<file path="src/rtl/hazard_scoreboard_if.sv">
// Control bundle between the 5-stage pipeline and its hazard/scoreboard unit.
// The pipeline side drives the register indices and qualifiers; the hazard unit returns stall/flush/forward controls.
interface hazard_scoreboard_if #(
    parameter int ADDR_W = 5,
    parameter int CNT_W  = 32
) ();
    logic [ADDR_W-1:0] rs1D;
    logic [ADDR_W-1:0] rs2D;
    logic [ADDR_W-1:0] rdD;
    logic              regWriteD;
    logic [ADDR_W-1:0] rs1E;
    logic [ADDR_W-1:0] rs2E;
    logic [ADDR_W-1:0] rdE;
    logic              resultSrcE;
    logic              mcIssueE;
    logic              PCSrcE;
    logic [ADDR_W-1:0] rdM;
    logic [ADDR_W-1:0] rdW;
    logic              regWriteM;
    logic              regWriteW;
    logic              stallF;
    logic              stallD;
    logic              stallE;
    logic              flushD;
    logic              flushE;
    logic [1:0]        forwardAE;
    logic [1:0]        forwardBE;
    logic              mcDone;
    logic [ADDR_W-1:0] mcRd;
    logic [CNT_W-1:0]  stallCount;

    modport master (
        output rs1D, rs2D, rdD, regWriteD, rs1E, rs2E, rdE, resultSrcE, mcIssueE, PCSrcE,
               rdM, rdW, regWriteM, regWriteW,
        input  stallF, stallD, stallE, flushD, flushE, forwardAE, forwardBE, mcDone, mcRd,
               stallCount
    );

    modport slave (
        input  rs1D, rs2D, rdD, regWriteD, rs1E, rs2E, rdE, resultSrcE, mcIssueE, PCSrcE,
               rdM, rdW, regWriteM, regWriteW,
        output stallF, stallD, stallE, flushD, flushE, forwardAE, forwardBE, mcDone, mcRd,
               stallCount
    );
endinterface

</file>
<file path="src/rtl/hazard_scoreboard.sv">
// Hazard unit for the 5-stage pipeline: M/W/MC forwarding, load-use and scoreboard stalls,
// structural stalls for one non-pipelined multi-cycle unit, and a saturating stall counter.
module hazard_scoreboard #(
    parameter int REG_COUNT = 32,
    parameter int ADDR_W    = 5,
    parameter int MC_LAT    = 4,
    parameter int CNT_W     = 32
) (
    input  logic                clk,
    input  logic                rst,
    hazard_scoreboard_if.slave  hz
);
    localparam int                CW       = $clog2(MC_LAT);
    localparam logic [CW-1:0]     CNT_INIT = CW'(MC_LAT - 1);
    localparam logic [CW-1:0]     CNT_ZERO = {CW{1'b0}};
    localparam logic [ADDR_W-1:0] IDX_ZERO = {ADDR_W{1'b0}};
    localparam logic [CNT_W-1:0]  CNT_MAX  = {CNT_W{1'b1}};

    typedef enum logic {MC_IDLE = 1'b0, MC_BUSY = 1'b1} mc_state_t;

    mc_state_t              mc_state_r;
    logic [CW-1:0]          mc_cnt_r;
    logic [ADDR_W-1:0]      mc_rd_r;
    logic [REG_COUNT-1:0]   busy_r;
    logic [CNT_W-1:0]       stall_count_r;

    logic                   mc_done_s;
    logic                   struct_stall_s;
    logic                   issue_s;
    logic                   sb_stall_s;
    logic                   lu_stall_s;
    logic                   dec_stall_s;
    logic                   stall_f_s;
    logic                   flush_e_s;
    logic [1:0]             fwd_a_s;
    logic [1:0]             fwd_b_s;
    logic [REG_COUNT-1:0]   busy_next_s;

    // A register is still pending unless its MC result lands this very cycle.
    function automatic logic pending(input logic [REG_COUNT-1:0] busy, input logic [ADDR_W-1:0] r,
                                     input logic done, input logic [ADDR_W-1:0] done_rd);
        return (r != IDX_ZERO) && busy[r] && !(done && (r == done_rd));
    endfunction

    function automatic logic [1:0] fwd_sel(input logic [ADDR_W-1:0] rs,
                                           input logic [ADDR_W-1:0] rd_m, input logic wr_m,
                                           input logic [ADDR_W-1:0] rd_w, input logic wr_w,
                                           input logic done, input logic [ADDR_W-1:0] rd_mc);
        logic [1:0] sel;
        sel = 2'b00;
        if (rs == IDX_ZERO) begin
            sel = 2'b00;
        end else if (wr_m && (rs == rd_m)) begin
            sel = 2'b10;
        end else if (wr_w && (rs == rd_w)) begin
            sel = 2'b01;
        end else if (done && (rs == rd_mc)) begin
            sel = 2'b11;
        end else begin
            sel = 2'b00;
        end
        return sel;
    endfunction

    // Stall, flush and forwarding decisions from the current pipeline snapshot.
    always_comb begin
        mc_done_s      = (mc_state_r == MC_BUSY) && (mc_cnt_r == CNT_ZERO);
        struct_stall_s = hz.mcIssueE && (mc_state_r == MC_BUSY) && !mc_done_s;
        issue_s        = hz.mcIssueE && !struct_stall_s;
        sb_stall_s     = pending(busy_r, hz.rs1D, mc_done_s, mc_rd_r)
                       | pending(busy_r, hz.rs2D, mc_done_s, mc_rd_r)
                       | (hz.regWriteD && pending(busy_r, hz.rdD, mc_done_s, mc_rd_r));
        lu_stall_s     = hz.resultSrcE && (hz.rdE != IDX_ZERO)
                       && ((hz.rs1D == hz.rdE) || (hz.rs2D == hz.rdE));
        // Wrong-path decode after a taken branch must not stall.
        dec_stall_s    = (sb_stall_s || lu_stall_s) && !hz.PCSrcE;
        stall_f_s      = struct_stall_s || dec_stall_s;
        // A held ID/EX (structural stall) must not also be bubbled.
        flush_e_s      = hz.PCSrcE || (dec_stall_s && !struct_stall_s);
        fwd_a_s        = fwd_sel(hz.rs1E, hz.rdM, hz.regWriteM, hz.rdW, hz.regWriteW,
                                 mc_done_s, mc_rd_r);
        fwd_b_s        = fwd_sel(hz.rs2E, hz.rdM, hz.regWriteM, hz.rdW, hz.regWriteW,
                                 mc_done_s, mc_rd_r);
    end

    // Next busy map: clear the completing destination, set a newly issued non-zero one.
    always_comb begin
        busy_next_s = {REG_COUNT{1'b0}};
        for (int i = 1; i < REG_COUNT; i++) begin
            busy_next_s[i] = (busy_r[i] && !(mc_done_s && (mc_rd_r == ADDR_W'(i))))
                           || (issue_s && (hz.rdE == ADDR_W'(i)));
        end
    end

    // MC unit FSM: issue, countdown, completion and back-to-back reissue.
    always_ff @(posedge clk) begin
        if (rst) begin
            mc_state_r <= MC_IDLE;
            mc_cnt_r   <= CNT_ZERO;
            mc_rd_r    <= IDX_ZERO;
        end else begin
            case (mc_state_r)
                MC_IDLE: begin
                    if (issue_s) begin
                        mc_state_r <= MC_BUSY;
                        mc_cnt_r   <= CNT_INIT;
                        mc_rd_r    <= hz.rdE;
                    end else begin
                        mc_state_r <= MC_IDLE;
                    end
                end
                MC_BUSY: begin
                    if (mc_done_s) begin
                        if (issue_s) begin
                            mc_cnt_r <= CNT_INIT;
                            mc_rd_r  <= hz.rdE;
                        end else begin
                            mc_state_r <= MC_IDLE;
                        end
                    end else begin
                        mc_cnt_r <= mc_cnt_r - CW'(1);
                    end
                end
                default: begin
                    mc_state_r <= MC_IDLE;
                    mc_cnt_r   <= CNT_ZERO;
                end
            endcase
        end
    end

    // Scoreboard busy bits.
    always_ff @(posedge clk) begin
        if (rst) begin
            busy_r <= {REG_COUNT{1'b0}};
        end else begin
            busy_r <= busy_next_s;
        end
    end

    // Saturating count of cycles with the PC held.
    always_ff @(posedge clk) begin
        if (rst) begin
            stall_count_r <= {CNT_W{1'b0}};
        end else if (stall_f_s && (stall_count_r != CNT_MAX)) begin
            stall_count_r <= stall_count_r + CNT_W'(1);
        end
    end

    assign hz.stallF     = stall_f_s;
    assign hz.stallD     = stall_f_s;
    assign hz.stallE     = struct_stall_s;
    assign hz.flushD     = hz.PCSrcE;
    assign hz.flushE     = flush_e_s;
    assign hz.forwardAE  = fwd_a_s;
    assign hz.forwardBE  = fwd_b_s;
    assign hz.mcDone     = mc_done_s;
    assign hz.mcRd       = mc_rd_r;
    assign hz.stallCount = stall_count_r;
endmodule

</file>
<file path="src/flat_wrapper.sv">
// flat-port wrapper written by rule: the top's interface ports become plain ports
module hazard_scoreboard_flat 
#(
    parameter int REG_COUNT = 32,
    parameter int ADDR_W    = 5,
    parameter int MC_LAT    = 4,
    parameter int CNT_W     = 32
)
  (clk, rst, hz_rs1D, hz_rs2D, hz_rdD, hz_regWriteD, hz_rs1E, hz_rs2E, hz_rdE, hz_resultSrcE, hz_mcIssueE, hz_PCSrcE, hz_rdM, hz_rdW, hz_regWriteM, hz_regWriteW, hz_stallF, hz_stallD, hz_stallE, hz_flushD, hz_flushE, hz_forwardAE, hz_forwardBE, hz_mcDone, hz_mcRd, hz_stallCount);
  hazard_scoreboard_if #(.ADDR_W(ADDR_W), .CNT_W(CNT_W)) hz_i ();
  input  logic clk;
  input  logic rst;
  input wire logic [$bits(hz_i.rs1D)-1:0] hz_rs1D;
  input wire logic [$bits(hz_i.rs2D)-1:0] hz_rs2D;
  input wire logic [$bits(hz_i.rdD)-1:0] hz_rdD;
  input wire logic [$bits(hz_i.regWriteD)-1:0] hz_regWriteD;
  input wire logic [$bits(hz_i.rs1E)-1:0] hz_rs1E;
  input wire logic [$bits(hz_i.rs2E)-1:0] hz_rs2E;
  input wire logic [$bits(hz_i.rdE)-1:0] hz_rdE;
  input wire logic [$bits(hz_i.resultSrcE)-1:0] hz_resultSrcE;
  input wire logic [$bits(hz_i.mcIssueE)-1:0] hz_mcIssueE;
  input wire logic [$bits(hz_i.PCSrcE)-1:0] hz_PCSrcE;
  input wire logic [$bits(hz_i.rdM)-1:0] hz_rdM;
  input wire logic [$bits(hz_i.rdW)-1:0] hz_rdW;
  input wire logic [$bits(hz_i.regWriteM)-1:0] hz_regWriteM;
  input wire logic [$bits(hz_i.regWriteW)-1:0] hz_regWriteW;
  output wire logic [$bits(hz_i.stallF)-1:0] hz_stallF;
  output wire logic [$bits(hz_i.stallD)-1:0] hz_stallD;
  output wire logic [$bits(hz_i.stallE)-1:0] hz_stallE;
  output wire logic [$bits(hz_i.flushD)-1:0] hz_flushD;
  output wire logic [$bits(hz_i.flushE)-1:0] hz_flushE;
  output wire logic [$bits(hz_i.forwardAE)-1:0] hz_forwardAE;
  output wire logic [$bits(hz_i.forwardBE)-1:0] hz_forwardBE;
  output wire logic [$bits(hz_i.mcDone)-1:0] hz_mcDone;
  output wire logic [$bits(hz_i.mcRd)-1:0] hz_mcRd;
  output wire logic [$bits(hz_i.stallCount)-1:0] hz_stallCount;
  assign hz_i.rs1D = hz_rs1D;
  assign hz_i.rs2D = hz_rs2D;
  assign hz_i.rdD = hz_rdD;
  assign hz_i.regWriteD = hz_regWriteD;
  assign hz_i.rs1E = hz_rs1E;
  assign hz_i.rs2E = hz_rs2E;
  assign hz_i.rdE = hz_rdE;
  assign hz_i.resultSrcE = hz_resultSrcE;
  assign hz_i.mcIssueE = hz_mcIssueE;
  assign hz_i.PCSrcE = hz_PCSrcE;
  assign hz_i.rdM = hz_rdM;
  assign hz_i.rdW = hz_rdW;
  assign hz_i.regWriteM = hz_regWriteM;
  assign hz_i.regWriteW = hz_regWriteW;
  assign hz_stallF = hz_i.stallF;
  assign hz_stallD = hz_i.stallD;
  assign hz_stallE = hz_i.stallE;
  assign hz_flushD = hz_i.flushD;
  assign hz_flushE = hz_i.flushE;
  assign hz_forwardAE = hz_i.forwardAE;
  assign hz_forwardBE = hz_i.forwardBE;
  assign hz_mcDone = hz_i.mcDone;
  assign hz_mcRd = hz_i.mcRd;
  assign hz_stallCount = hz_i.stallCount;
  hazard_scoreboard #(.REG_COUNT(REG_COUNT), .ADDR_W(ADDR_W), .MC_LAT(MC_LAT), .CNT_W(CNT_W)) u_core (.clk(clk), .rst(rst), .hz(hz_i));
endmodule
</file>
<file path="config.mk">
export PLATFORM = sky130hd
export DESIGN_NAME = hazard_scoreboard_flat
export DESIGN_NICKNAME = d
export VERILOG_FILES = /design/src/rtl/hazard_scoreboard_if.sv /design/src/rtl/hazard_scoreboard.sv /design/src/flat_wrapper.sv
export SDC_FILE = /design/constraint.sdc
export NUM_CORES = 1
export LEC_CHECK = 0
export ABC_AREA = 1
export ABC_CLOCK_PERIOD_IN_PS = 4400
export BUFFER_PORTS_ARGS = -buffer_cell sky130_fd_sc_hd__buf_2
export CELL_PAD_IN_SITES_DETAIL_PLACEMENT = 1
export CELL_PAD_IN_SITES_GLOBAL_PLACEMENT = 2
export CORE_UTILIZATION = 32
export DETAILED_ROUTE_END_ITERATION = 6
export HOLD_SLACK_MARGIN = 0.12
export MAX_ROUTING_LAYER = met4
export PLACE_DENSITY_LB_ADDON = 0.1
export SLEW_MARGIN = 20
export SYNTH_ARGS = -nofsm -noshare
export SYNTH_HDL_FRONTEND = slang
export SYNTH_SLANG_ARGS = --single-unit
export TNS_END_PERCENT = 30
</file>
<file path="constraint.sdc">
create_clock -name clk -period 4.4 [get_ports clk]
set_input_delay 0.88 -clock clk [delete_from_list [all_inputs] [get_ports clk]]
set_output_delay 0.88 -clock clk [all_outputs]
set_load 0.01 [all_outputs]
</file>
==> results.py <==
metrics = {
    "run_status": {
        "outcome": "finished, final reports clean",
    },
    "synthesis": {
        "simple_gate_fraction_of_synth_area": 0.383,
        "synth_area_leaders": "sky130_fd_sc_hd__dfxtp_1 (26%), sky130_fd_sc_hd__nand2_1 (16%), sky130_fd_sc_hd__nand3_1 (11%)",
        "dominant_synthesized_flop_cell": "sky130_fd_sc_hd__dfxtp_1",
        "mappedNetlistArea_sq_mm": 0.00551,
        "number_of_enable_type_register_cells_in_the_synthesized_netlist": 0,
        "async_reset_ff_frac": 0,
        "synth_nets": 966,
        "synth_largest_area_cell": "sky130_fd_sc_hd__dfxtp_1",
        "post_synth.cell_area_avg_sq_um": 6.02,
        "synthXorXnorAreaFrac": 0.0699,
        "post-synth-top-area-fraction": 0.258,
        "ys_warn_count": 0,
        "synth_compound_area_frac": 0.177,
        "largest_family_of_logic_cells_by_synthesized_area": "simple AND/OR/NAND/NOR gates",
        "ys_types": 39,
        "synth-adder-area-share": 0.00454,
        "post-synth-top-count-cell": "sky130_fd_sc_hd__nand2_1",
        "synthesis.instances": 916,
        "synth_mux_area_frac": 0,
        "yosysSeqAreaShare": 0.258,
        "count_of_state_elements_after_synthesis": 71,
        "synth_top_cells_by_count": "sky130_fd_sc_hd__nand2_1 (241), sky130_fd_sc_hd__nand3_1 (118), sky130_fd_sc_hd__a21oi_1 (94)",
    },
    "timing": {
        "rsz0062_at_grt": "no",
        "final_min_period_over_clock_period": 0.832,
        "postLayoutSetupSlackWorst_ns": 0.740,
        "fin_crit_ns": 3.66,
        "timing.max_slew.rel_slack": 0.556,
        "fmax_mhz": 273,
        "report.final.setup_viol": 0,
        "final_max_slew_viol_count": 0,
        "setup_tns_ns": 0,
        "finClkSkew_ns": 0.00707,
        "worstMarginPinSlew_ns": 0.666,
        "finalHoldViolations": 0,
    },
    "finish": {
        "antennaDiodeCount": 0,
        "nets_finish": 1031,
        "areaGrowthSynthToFinish_pct": 14.4,
        "drive_gt1_frac": 0.132,
        "finish.utilization": 0.378,
    },
    "pwr": {
        "static-leakage-power_nw": 2.77,
        "combPwrFrac": 0.192,
        "power.switching_fraction": 0.315,
        "power_frac_seq": 0.415,
        "total_power_w": 0.00164,
        "ir_worst_vdd_mv": 0.149,
        "clock_power_share": 0.393,
        "intPower_w": 0.00112,
        "netSwitchingPower_w": 0.000518,
        "power.density_mw_per_mm2": 260,
    },
    "grt": {
        "grt_start_max_net_pins": 37,
        "gr-usage-all-layers": 0.258,
        "first_global_vias": 6287,
        "antenna_found_initial": 0,
        "global_route.overflow_total": 0,
        "grt_pass1_wl_um": 34900,
    },
    "clock_tree": {
        "clock_latency_ns": 0.34,
        "cts.htree.levels": 3,
        "cts.reportedPaths.clkPinSlew_ns": 0.05,
        "ctsHoldBuffers": 0,
        "setup_buffers_after_cts": 0,
        "tritoncts": "yes",
        "tritoncts_num_sinks": 71,
        "ctsRootBufferMaster": "sky130_fd_sc_hd__clkbuf_16",
        "cts_repair_resize_count": 0,
        "total_cts_buffers": 9,
        "cts-root-to-sink-buffers": 2,
    },
    "min_path": {
        "timing.hold.worst.class": "register to register",
    },
    "job": {
        "cap_viol_max_count": 0,
    },
    "route": {
        "ant_nets": 0,
        "drc": 0,
        "detail_route.wl_per_cell_um": 18.3,
        "wl_um": 22100,
        "vias_per_cell": 5.35,
        "dr.pass1.iters": 5,
        "drtIter0Drc": 426,
        "num_vias": 6436,
    },
    "placed_design": {
        "placement.io_buffers": 94,
        "place.detailed.hpwl_um": 16800,
        "preCtsSetupSlack_ns": 0.707,
        "gpl.final_weighted_congestion": 0.881,
    },
    "setup_path": {
        "critical_path_peak_fanout": 19,
        "crit_type": "primary input to output port",
        "critPathLaunchType": "primary input",
        "required_worst_endpoint_ns": 3.52,
        "timing.critical_path.to_type": "output port",
        "worstPathArrival_ns": 2.78,
    },
    "floorplan": {
        "fp.dieW_um": 133,
        "floorplan.die_area_sq_mm": 0.0178,
        "num_rows": 47,
        "die-height_um": 133,
        "floorplan.initialDensity": 0.330,
        "core_sq_mm": 0.0167,
        "pin_count": 95,
    },
}
## final timing paths
path                       from                        to  slack (ns)  depth (start not counted)
min reg2reg  u_core.mc_cnt_r[0]        u_core.mc_cnt_r[0]        0.46                          1
max reg2reg   u_core.hz.mcRd[0]  u_core.hz.stallCount[25]        1.47                         14
max                   hz_rdD[0]                 hz_stallF        0.74                         13
min          u_core.mc_cnt_r[0]        u_core.mc_cnt_r[0]        0.46                          1
## registers in the layout, indices dropped and copies added, names as in the netlist
name	cells
u_core.hz.mcRd	5
u_core.mc_cnt_r	2
u_core.busy_r	31
u_core.mc_state_r	1
u_core.hz.stallCount	32
## cell families (layout without fill, tap and decap cells)
| group | count (synthesis) | count (layout) |
|---|---|---|
| AND/OR/NAND/NOR | 483 | 483 |
| AO/OA/AOI/OAI | 178 | 178 |
| buffers and inverters | 138 | 206 |
| flip-flops | 71 | 71 |
| XOR/XNOR | 44 | 44 |
| adder cells (fa/ha/maj) | 2 | 2 |
## power by group through the flow
stage | clock, W | sequential (W) | combinational [W]
2_1_floorplan | 0 | 0.000681 | 0.000217
3_3_place_gp | 0 | 0.000695 | 0.000314
3_5_place_dp | 0 | 0.000694 | 0.000315
4_1_cts | 0.000658 | 0.000680 | 0.000317
5_1_grt | 0.000684 | 0.000682 | 0.000354
6_report | 0.000645 | 0.000681 | 0.000316
## placed cells by master, fill, tap and decap left out, types with 2 or more instances in the layout
cell                        instances
sky130_fd_sc_hd__nand4_1           12
sky130_fd_sc_hd__ha_1               2
sky130_fd_sc_hd__xnor2_1           10
sky130_fd_sc_hd__a21boi_0           3
sky130_fd_sc_hd__nand3b_1           2
sky130_fd_sc_hd__buf_2             94
sky130_fd_sc_hd__xor2_1            34
sky130_fd_sc_hd__nor4_1            10
sky130_fd_sc_hd__clkbuf_1           3
sky130_fd_sc_hd__nor3_1            18
sky130_fd_sc_hd__a21oi_1           94
sky130_fd_sc_hd__o211ai_1           7
sky130_fd_sc_hd__a221oi_1           4
sky130_fd_sc_hd__o21ai_0           44
sky130_fd_sc_hd__inv_2              9
sky130_fd_sc_hd__o22ai_1           17
sky130_fd_sc_hd__buf_4              5
sky130_fd_sc_hd__nand2_1          241
sky130_fd_sc_hd__o2111ai_1          3
sky130_fd_sc_hd__inv_1             82
sky130_fd_sc_hd__nand3_1          118
sky130_fd_sc_hd__clkinv_2           2
sky130_fd_sc_hd__o21ai_1            2
sky130_fd_sc_hd__nand2_2            3
sky130_fd_sc_hd__clkbuf_16          9
sky130_fd_sc_hd__dfxtp_1           71
sky130_fd_sc_hd__nor2_1            72
## per-stage QoR
step	std cells	cell area [sq um]	hold slack (ns)
5_1_grt	1204	6310	0.485
6_report	1204	6310	0.459
4_1_cts	1204	6310	0.459
2_1_floorplan	916	5510	0.422
3_5_place_dp	1190	6060	0.446
3_3_place_gp	1190	6060	0.441
## critical path, cell delays in order
cell and delay, ns:
sky130_fd_sc_hd__buf_2 0.26, sky130_fd_sc_hd__inv_2 0.17, sky130_fd_sc_hd__nor2_1 0.25, sky130_fd_sc_hd__nand2_1 0.09, sky130_fd_sc_hd__nand2_1 0.07, sky130_fd_sc_hd__nand2_1 0.04, sky130_fd_sc_hd__nand2_1 0.07, sky130_fd_sc_hd__nand3b_1 0.11
sky130_fd_sc_hd__nand3_1 0.09, sky130_fd_sc_hd__nand2_1 0.12, sky130_fd_sc_hd__o21bai_2 0.09, sky130_fd_sc_hd__nand2_2 0.32, sky130_fd_sc_hd__buf_2 0.21
## layer usage
metal / share of wire / vias up / global-route usage / wire length, um
met5: 0 / - / - / 0
met1: 0.52 / 3056 / 0.388 / 11400
met2: 0.42 / 187 / 0.369 / 9230
met4: 0.0096 / 0 / 0.0499 / 212
li1: - / 3175 / - / -
met3: 0.055 / 18 / 0.0263 / 1210
## layout make-up
class / instances / area (sq um)
clock buffers: 12 / 236
well taps: 220 / 275
clock inverters: 2 / 10.0
inverters: 93 / 352
fillers: 2335 / 10400
repair buffers: 99 / 508
flip-flops and latches: 71 / 1420
multi-input cells: 707 / 3500
(Power assumes the default switching activity.)
